--- src/rtl/alu4_pkg.sv ---
// Shared definitions for the two-requester 4-bit ALU arbiter: widths, opcodes,
// FSM state encoding and the latched request payload.
package alu4_pkg;

  localparam int unsigned W    = 4;
  localparam int unsigned NREQ = 2;
  localparam int unsigned OPW  = 3;

  localparam logic [OPW-1:0] OP_AND  = 3'b000;
  localparam logic [OPW-1:0] OP_OR   = 3'b001;
  localparam logic [OPW-1:0] OP_XOR  = 3'b010;
  localparam logic [OPW-1:0] OP_NOT  = 3'b011;
  localparam logic [OPW-1:0] OP_ADD  = 3'b100;
  localparam logic [OPW-1:0] OP_SUB  = 3'b101;
  localparam logic [OPW-1:0] OP_CMP  = 3'b110;
  localparam logic [OPW-1:0] OP_PASS = 3'b111;

  typedef enum logic [1:0] {
    ST_IDLE = 2'd0,
    ST_EXEC = 2'd1,
    ST_RESP = 2'd2
  } state_e;

  typedef struct packed {
    logic [OPW-1:0] op;
    logic [W-1:0]   a;
    logic [W-1:0]   b;
    logic           id;
  } req_t;

endpackage

--- src/rtl/alu4_core.sv ---
// Purely combinational 4-bit ALU shared by both requesters; carry is the ADD
// carry-out or the SUB borrow and is 0 for every other opcode.
module alu4_core
  import alu4_pkg::*;
(
  input  logic [OPW-1:0] op,
  input  logic [W-1:0]   a,
  input  logic [W-1:0]   b,
  output logic [W-1:0]   result,
  output logic           carry
);

  logic [W:0] sum;

  always_comb begin
    result = '0;
    carry  = 1'b0;
    sum    = (W+1)'(a) + (W+1)'(b);
    unique case (op)
      OP_AND:  result = a & b;
      OP_OR:   result = a | b;
      OP_XOR:  result = a ^ b;
      OP_NOT:  result = ~a;
      OP_ADD: begin
        result = sum[W-1:0];
        carry  = sum[W];
      end
      OP_SUB: begin
        result = a - b;
        carry  = (a < b);
      end
      OP_CMP:  result = {1'b0, (a > b), (a == b), (a < b)};
      default: result = a;
    endcase
  end

endmodule

--- src/rtl/alu4_arbiter.sv ---
// Round-robin arbiter sharing one alu4_core between two valid/ready requesters,
// with a held response channel. Define ALU4_ARB_STATS_EN to add stat_grants.
module alu4_arbiter
  import alu4_pkg::*;
(
  input  logic                clk,
  input  logic                rst_n,
  input  logic [NREQ-1:0]     req_valid,
  output logic [NREQ-1:0]     req_ready,
  input  logic [OPW*NREQ-1:0] req_op,
  input  logic [W*NREQ-1:0]   req_a,
  input  logic [W*NREQ-1:0]   req_b,
  output logic                rsp_valid,
  input  logic                rsp_ready,
  output logic                rsp_id,
  output logic [W-1:0]        rsp_result,
  output logic                rsp_carry,
  output logic                rsp_zero
`ifdef ALU4_ARB_STATS_EN
  ,output logic [15:0]        stat_grants
`endif
);

  state_e       state_q, state_d;
  logic         last_grant_q, last_grant_d;
  req_t         req_q, req_d;
  logic         rsp_valid_q, rsp_valid_d;
  logic         rsp_id_q, rsp_id_d;
  logic [W-1:0] rsp_result_q, rsp_result_d;
  logic         rsp_carry_q, rsp_carry_d;
  logic         rsp_zero_q, rsp_zero_d;

  logic         grant;
  logic         accept;
  logic [W-1:0] core_result;
  logic         core_carry;

  alu4_core u_core (
    .op     (req_q.op),
    .a      (req_q.a),
    .b      (req_q.b),
    .result (core_result),
    .carry  (core_carry)
  );

  // Grant prefers the requester that did not win last time when both are valid.
  always_comb begin
    grant  = 1'b0;
    accept = 1'b0;
    if (state_q == ST_IDLE) begin
      unique case (req_valid)
        2'b01: begin grant = 1'b0;          accept = 1'b1; end
        2'b10: begin grant = 1'b1;          accept = 1'b1; end
        2'b11: begin grant = ~last_grant_q; accept = 1'b1; end
        default: ;
      endcase
    end
  end

  always_comb begin
    state_d      = state_q;
    last_grant_d = last_grant_q;
    req_d        = req_q;
    rsp_valid_d  = rsp_valid_q;
    rsp_id_d     = rsp_id_q;
    rsp_result_d = rsp_result_q;
    rsp_carry_d  = rsp_carry_q;
    rsp_zero_d   = rsp_zero_q;
    req_ready    = '0;
    unique case (state_q)
      ST_IDLE: begin
        if (accept) begin
          req_ready[grant] = 1'b1;
          req_d.op     = grant ? req_op[2*OPW-1:OPW] : req_op[OPW-1:0];
          req_d.a      = grant ? req_a[2*W-1:W]      : req_a[W-1:0];
          req_d.b      = grant ? req_b[2*W-1:W]      : req_b[W-1:0];
          req_d.id     = grant;
          last_grant_d = grant;
          state_d      = ST_EXEC;
        end
      end
      ST_EXEC: begin
        rsp_result_d = core_result;
        rsp_carry_d  = core_carry;
        rsp_zero_d   = (core_result == '0);
        rsp_id_d     = req_q.id;
        rsp_valid_d  = 1'b1;
        state_d      = ST_RESP;
      end
      ST_RESP: begin
        if (rsp_ready) begin
          rsp_valid_d = 1'b0;
          state_d     = ST_IDLE;
        end
      end
      default: state_d = ST_IDLE;
    endcase
  end

  always_ff @(posedge clk or negedge rst_n) begin
    if (!rst_n) begin
      state_q      <= ST_IDLE;
      last_grant_q <= 1'b1;
      req_q        <= '0;
      rsp_valid_q  <= 1'b0;
      rsp_id_q     <= 1'b0;
      rsp_result_q <= '0;
      rsp_carry_q  <= 1'b0;
      rsp_zero_q   <= 1'b0;
    end else begin
      state_q      <= state_d;
      last_grant_q <= last_grant_d;
      req_q        <= req_d;
      rsp_valid_q  <= rsp_valid_d;
      rsp_id_q     <= rsp_id_d;
      rsp_result_q <= rsp_result_d;
      rsp_carry_q  <= rsp_carry_d;
      rsp_zero_q   <= rsp_zero_d;
    end
  end

  assign rsp_valid  = rsp_valid_q;
  assign rsp_id     = rsp_id_q;
  assign rsp_result = rsp_result_q;
  assign rsp_carry  = rsp_carry_q;
  assign rsp_zero   = rsp_zero_q;

`ifdef ALU4_ARB_STATS_EN
  logic [7:0] cnt0_q, cnt0_d;
  logic [7:0] cnt1_q, cnt1_d;

  // Per-requester accept counters, saturating at 255.
  always_comb begin
    cnt0_d = cnt0_q;
    cnt1_d = cnt1_q;
    if (accept && !grant && (cnt0_q != 8'hFF)) cnt0_d = cnt0_q + 8'd1;
    if (accept &&  grant && (cnt1_q != 8'hFF)) cnt1_d = cnt1_q + 8'd1;
  end

  always_ff @(posedge clk or negedge rst_n) begin
    if (!rst_n) begin
      cnt0_q <= '0;
      cnt1_q <= '0;
    end else begin
      cnt0_q <= cnt0_d;
      cnt1_q <= cnt1_d;
    end
  end

  assign stat_grants = {cnt1_q, cnt0_q};
`endif

endmodule

--- config.mk ---
export PLATFORM = sky130hd
export DESIGN_NAME = alu4_arbiter
export DESIGN_NICKNAME = d
export VERILOG_FILES = /design/src/rtl/alu4_pkg.sv /design/src/rtl/alu4_core.sv /design/src/rtl/alu4_arbiter.sv
export SDC_FILE = /design/constraint.sdc
export NUM_CORES = 1
export LEC_CHECK = 0
export CAP_MARGIN = 20
export CORE_ASPECT_RATIO = 1.25
export CORE_MARGIN = 2
export CORE_UTILIZATION = 55
export CTS_CLUSTER_DIAMETER = 80
export DETAILED_ROUTE_END_ITERATION = 8
export PLACE_DENSITY_LB_ADDON = 0.15
export SYNTH_ARGS = -nofsm -noshare
export SYNTH_HDL_FRONTEND = slang
export SYNTH_HIERARCHICAL = 1
export SYNTH_SLANG_ARGS = --single-unit
--- constraint.sdc ---
create_clock -name clk -period 3.8 [get_ports clk]
set_clock_uncertainty 0.1 [all_clocks]
set_input_delay 0.57 -clock clk [delete_from_list [all_inputs] [get_ports clk]]
set_output_delay 0.57 -clock clk [all_outputs]
set_load 0.05 [all_outputs]
==> out/results.txt <==
Status = completed
Final Hold Viols = 0
CP max stage cell = clkdlybuf4s50_1
CTS Buf Count = 3
# IOs = 37
Aggregate global-route resource usage = 24.28%
Required time worst endpoint = 3130 ps
Worst R2R Setup Slack = 1010 ps
Setup-failing EPs final = 0
Worst R2R End = rsp_zero$_DFFE_PN0P_
Share of cells above drive strength 1 = 14.22%
Routed Antenna Nets = 0
Area share of the largest cell type after synthesis = 30.58%
Initial DRC Count = 34
Final HPWL DP = 3.182 mm
Die Ht = 67.97 microns
Sw Share = 49.02%
Num rows = 23
Min-delay src = rsp_zero$_DFFE_PN0P_
First-pass GRT wire length = 6.527 mm
Peak supply drop = 0.0005169 V
Slew HR = 54.44%
Per-cell routed wire length = 15.98 microns
Cell internal pwr = 1.016 mW
CTS root buf = clkbuf_8
Worst skew pair latency = 260 ps
Post-synthesis adder-cell area fraction = 11.26%
Clock sinks = 23
Initial antenna violation count = 0
Max-cap violations = 0
H-Tree Depth = 1
Yosys warning count = 6
Pre-CTS setup slack = 707.8 ps
Routed WL = 4.187 mm
Post-synthesis xor/xnor area fraction = 1.459%
Synth top area cells = dfrtp_1, ha_1, inv_1
Area delta synth->final = 23.07%
Clock Tree Buf Depth = 2
Design Area, Final = 2216 sq um
RSZ-0062 raised after global routing = no
Vias per cell = 5.706
Drt pass-1 iters = 4
F_max = 326.0 MHz
ANT cells = 0
Critical path class = input port to output pin
Part of the power in registers = 27.4%
Via count = 1,495
R2R cell count = 8
Die area = 3750 sq um
Setup crit end kind = output pin
Post-synth top area cell = dfrtp_1
Number of global-route vias before repair = 1,486
Synth Cell Area = 1800 sq um
Clock share of power = 7.6%
Final Cycle Share = 80.73%
Compound-Gate Fraction of Synth Area = 25.16%
Largest family of logic cells by synthesized area = compound AO/OA/AOI/OAI gates
Post-cts sizing count = 0
CP peak stage delay = 810 ps
Top cell by count, worst path = clkdlybuf4s50_1
CP max FO = 14
Cell variety after synth = 47
Seq cells post-synth = 23
Remaining global-route overflow = 0
Mean Syn Cell Area = 9.329 sq um
Logic pwr share = 65.0%
Setup WS post-layout = 732.4 ps
Predominant post-synthesis flop cell = dfrtp_1
Min Hold Slack = 399.7 ps
Synth async-reset ratio = 100.0%
Post-synthesis mux area share = 5.003%
CTS Hold Bufs = 0
Setup TNS = 0 ps
Core area = 3166 sq um
Largest net degree at the start of global routing = 24
Critical R2R Launch = req_q[7]$_DFFE_PN0P_
Slew @ Worst Pin = 683.3 ps
Hold Path Depth = 2
Simple-gate share of the synthesized area = 13.13%
Clock Pin Slew Worst Setup and Hold Paths = 90 ps
Die Span X = 55.18 microns
Switching pwr = 0.9766 mW
Post-Syn Nets = 235
Total power divided by cell area = 899.2 nW/um^2
IO Port Bufs = 36
Hold Path End = rsp_zero$_DFFE_PN0P_
Cell Chain, Critical Path = clkdlybuf4s50_1, nand2_1, nand3_2, inv_1, clkdlybuf4s50_1
Arrival @ worst endpoint = 2400 ps
Sequential-to-total area share from yosys stat = 32.04%
Worst min-delay path class = flip-flop to flip-flop
Gp weighted congestion = 0.8317
Final Max Tran Viols = 0
Nets = 268
Pleak = 1.038 nW
CTS tree = yes
Setup Fix Bufs, Post-CTS = 0
Critical Path Start Type = input port
Dpl cell area = 2142 sq um
Post-synth EDFFs = 0
Min cycle time layout = 3068 ps
DRC viols = 0
Initial Util = 56.88%
Synth Instances = 193
FILL cells = 256
-- registers in the layout (all words and copies together) (netlist names) --
name	count
last_grant_q	1
rsp_carry	1
rsp_valid	1
state_q	2
rsp_zero	1
rsp_result	4
req_q	12
rsp_id	1
-- metal layers --
metal	track usage, %	up-vias	wire, microns
met5	0	-	0
met4	8.537	0	79
met3	3.493	10	133
met2	45.54	44	2336
met1	26.88	708	1638
li1	-	733	-
-- layout by cell type (no fill, tap or decap), types with 2 or more instances in the layout --
master and instances:
inv_1 38, clkdlybuf4s50_1 36, dfrtp_1 22, ha_1 13
nand2_1 9, nand2b_1 8, nor2_1 8, a21oi_1 8
o21ai_2 7, o221ai_2 7, o21ai_0 7, mux2_4 6
o221ai_1 4, o21ai_1 3, clkbuf_8 3, nor2b_1 3
o22ai_1 3, nand3_2 2, or4_1 2, nor3b_1 2
a2111oi_0 2, a211oi_1 2, xor2_1 2, o311ai_0 2
a211o_1 2, fa_1 2
-- cells by family after synthesis --
kind of cell             after synthesis
AO/OA/AOI/OAI                         56
multiplexers                           6
XOR/XNOR                               3
adder cells (fa/ha/maj)               15
AND/OR/NAND/NOR                       42
buffers and inverters                 48
flip-flops                            23
-- cell usage after synthesis (2+ instances only) --
| library cell | instances |
|---|---|
| o21ai_2 | 7 |
| nand3_2 | 2 |
| or4_1 | 2 |
| o21ai_1 | 3 |
| o22ai_1 | 3 |
| o221ai_2 | 7 |
| mux2_4 | 6 |
| nor3b_1 | 2 |
| o21ai_0 | 7 |
| o221ai_1 | 4 |
| xor2_1 | 2 |
| fa_1 | 2 |
| nand2_1 | 9 |
| clkbuf_1 | 4 |
| buf_6 | 4 |
| a211oi_1 | 2 |
| a2111oi_0 | 2 |
| nor2b_1 | 3 |
| inv_1 | 38 |
| o311ai_0 | 2 |
| nor2_1 | 8 |
| dfrtp_1 | 22 |
| a211o_1 | 2 |
| a21oi_1 | 8 |
| ha_1 | 13 |
| nand2b_1 | 8 |
-- through the flow --
stage	instances	utilization, %	power [mW]
after floorplan	193	-	1.537
after global placement	257	67.67	1.759
after detailed placement	257	67.67	1.829
after CTS	261	69.13	1.989
after global routing	262	70.00	2.144
final	262	70.00	1.992
-- layout make-up --
cell class	count	area [sq um]	area share (%)
Timing Repair Buffer	38	395.4	17.84
Inverter	38	142.6	6.437
Tap cell	37	46.29	2.089
Clock buffer	3	41.29	1.863
Multi-Input combinational cell	122	1008	45.51
Clock inverter	1	5.005	0.2259
Sequential cell	23	576.8	26.03
-- how the worst max path moves through the flow --
stage / startpoint / endpoint / slack, ps / cells after the start
final: req_valid[0] / req_ready[1] / 730 / 5
after detailed placement: req_valid[0] / req_ready[1] / 710 / 5
after global routing: req_valid[0] / req_ready[1] / 620 / 5
after global placement: req_valid[0] / req_ready[1] / 780 / 5
after floorplan: req_q[5]$_DFFE_PN0P_ / rsp_zero$_DFFE_PN0P_ / 1390 / 7
after CTS: req_valid[0] / req_ready[1] / 720 / 5
-- worst max-delay path, delay by kind of cell --
| kind | cells | cell delay, ps |
|---|---|---|
| simple gates | 2 | 420 |
| buf+inv | 3 | 1400 |
-- power groups by stage --
stage / sequential [mW] / clock (mW) / combinational, mW
after global placement: 0.533 / 0 / 1.23
after CTS: 0.545 / 0.155 / 1.29
after global routing: 0.574 / 0.162 / 1.41
final: 0.546 / 0.152 / 1.29
after detailed placement: 0.549 / 0 / 1.28
after floorplan: 0.598 / 0 / 0.938
Power figures use the tool's default switching activity.
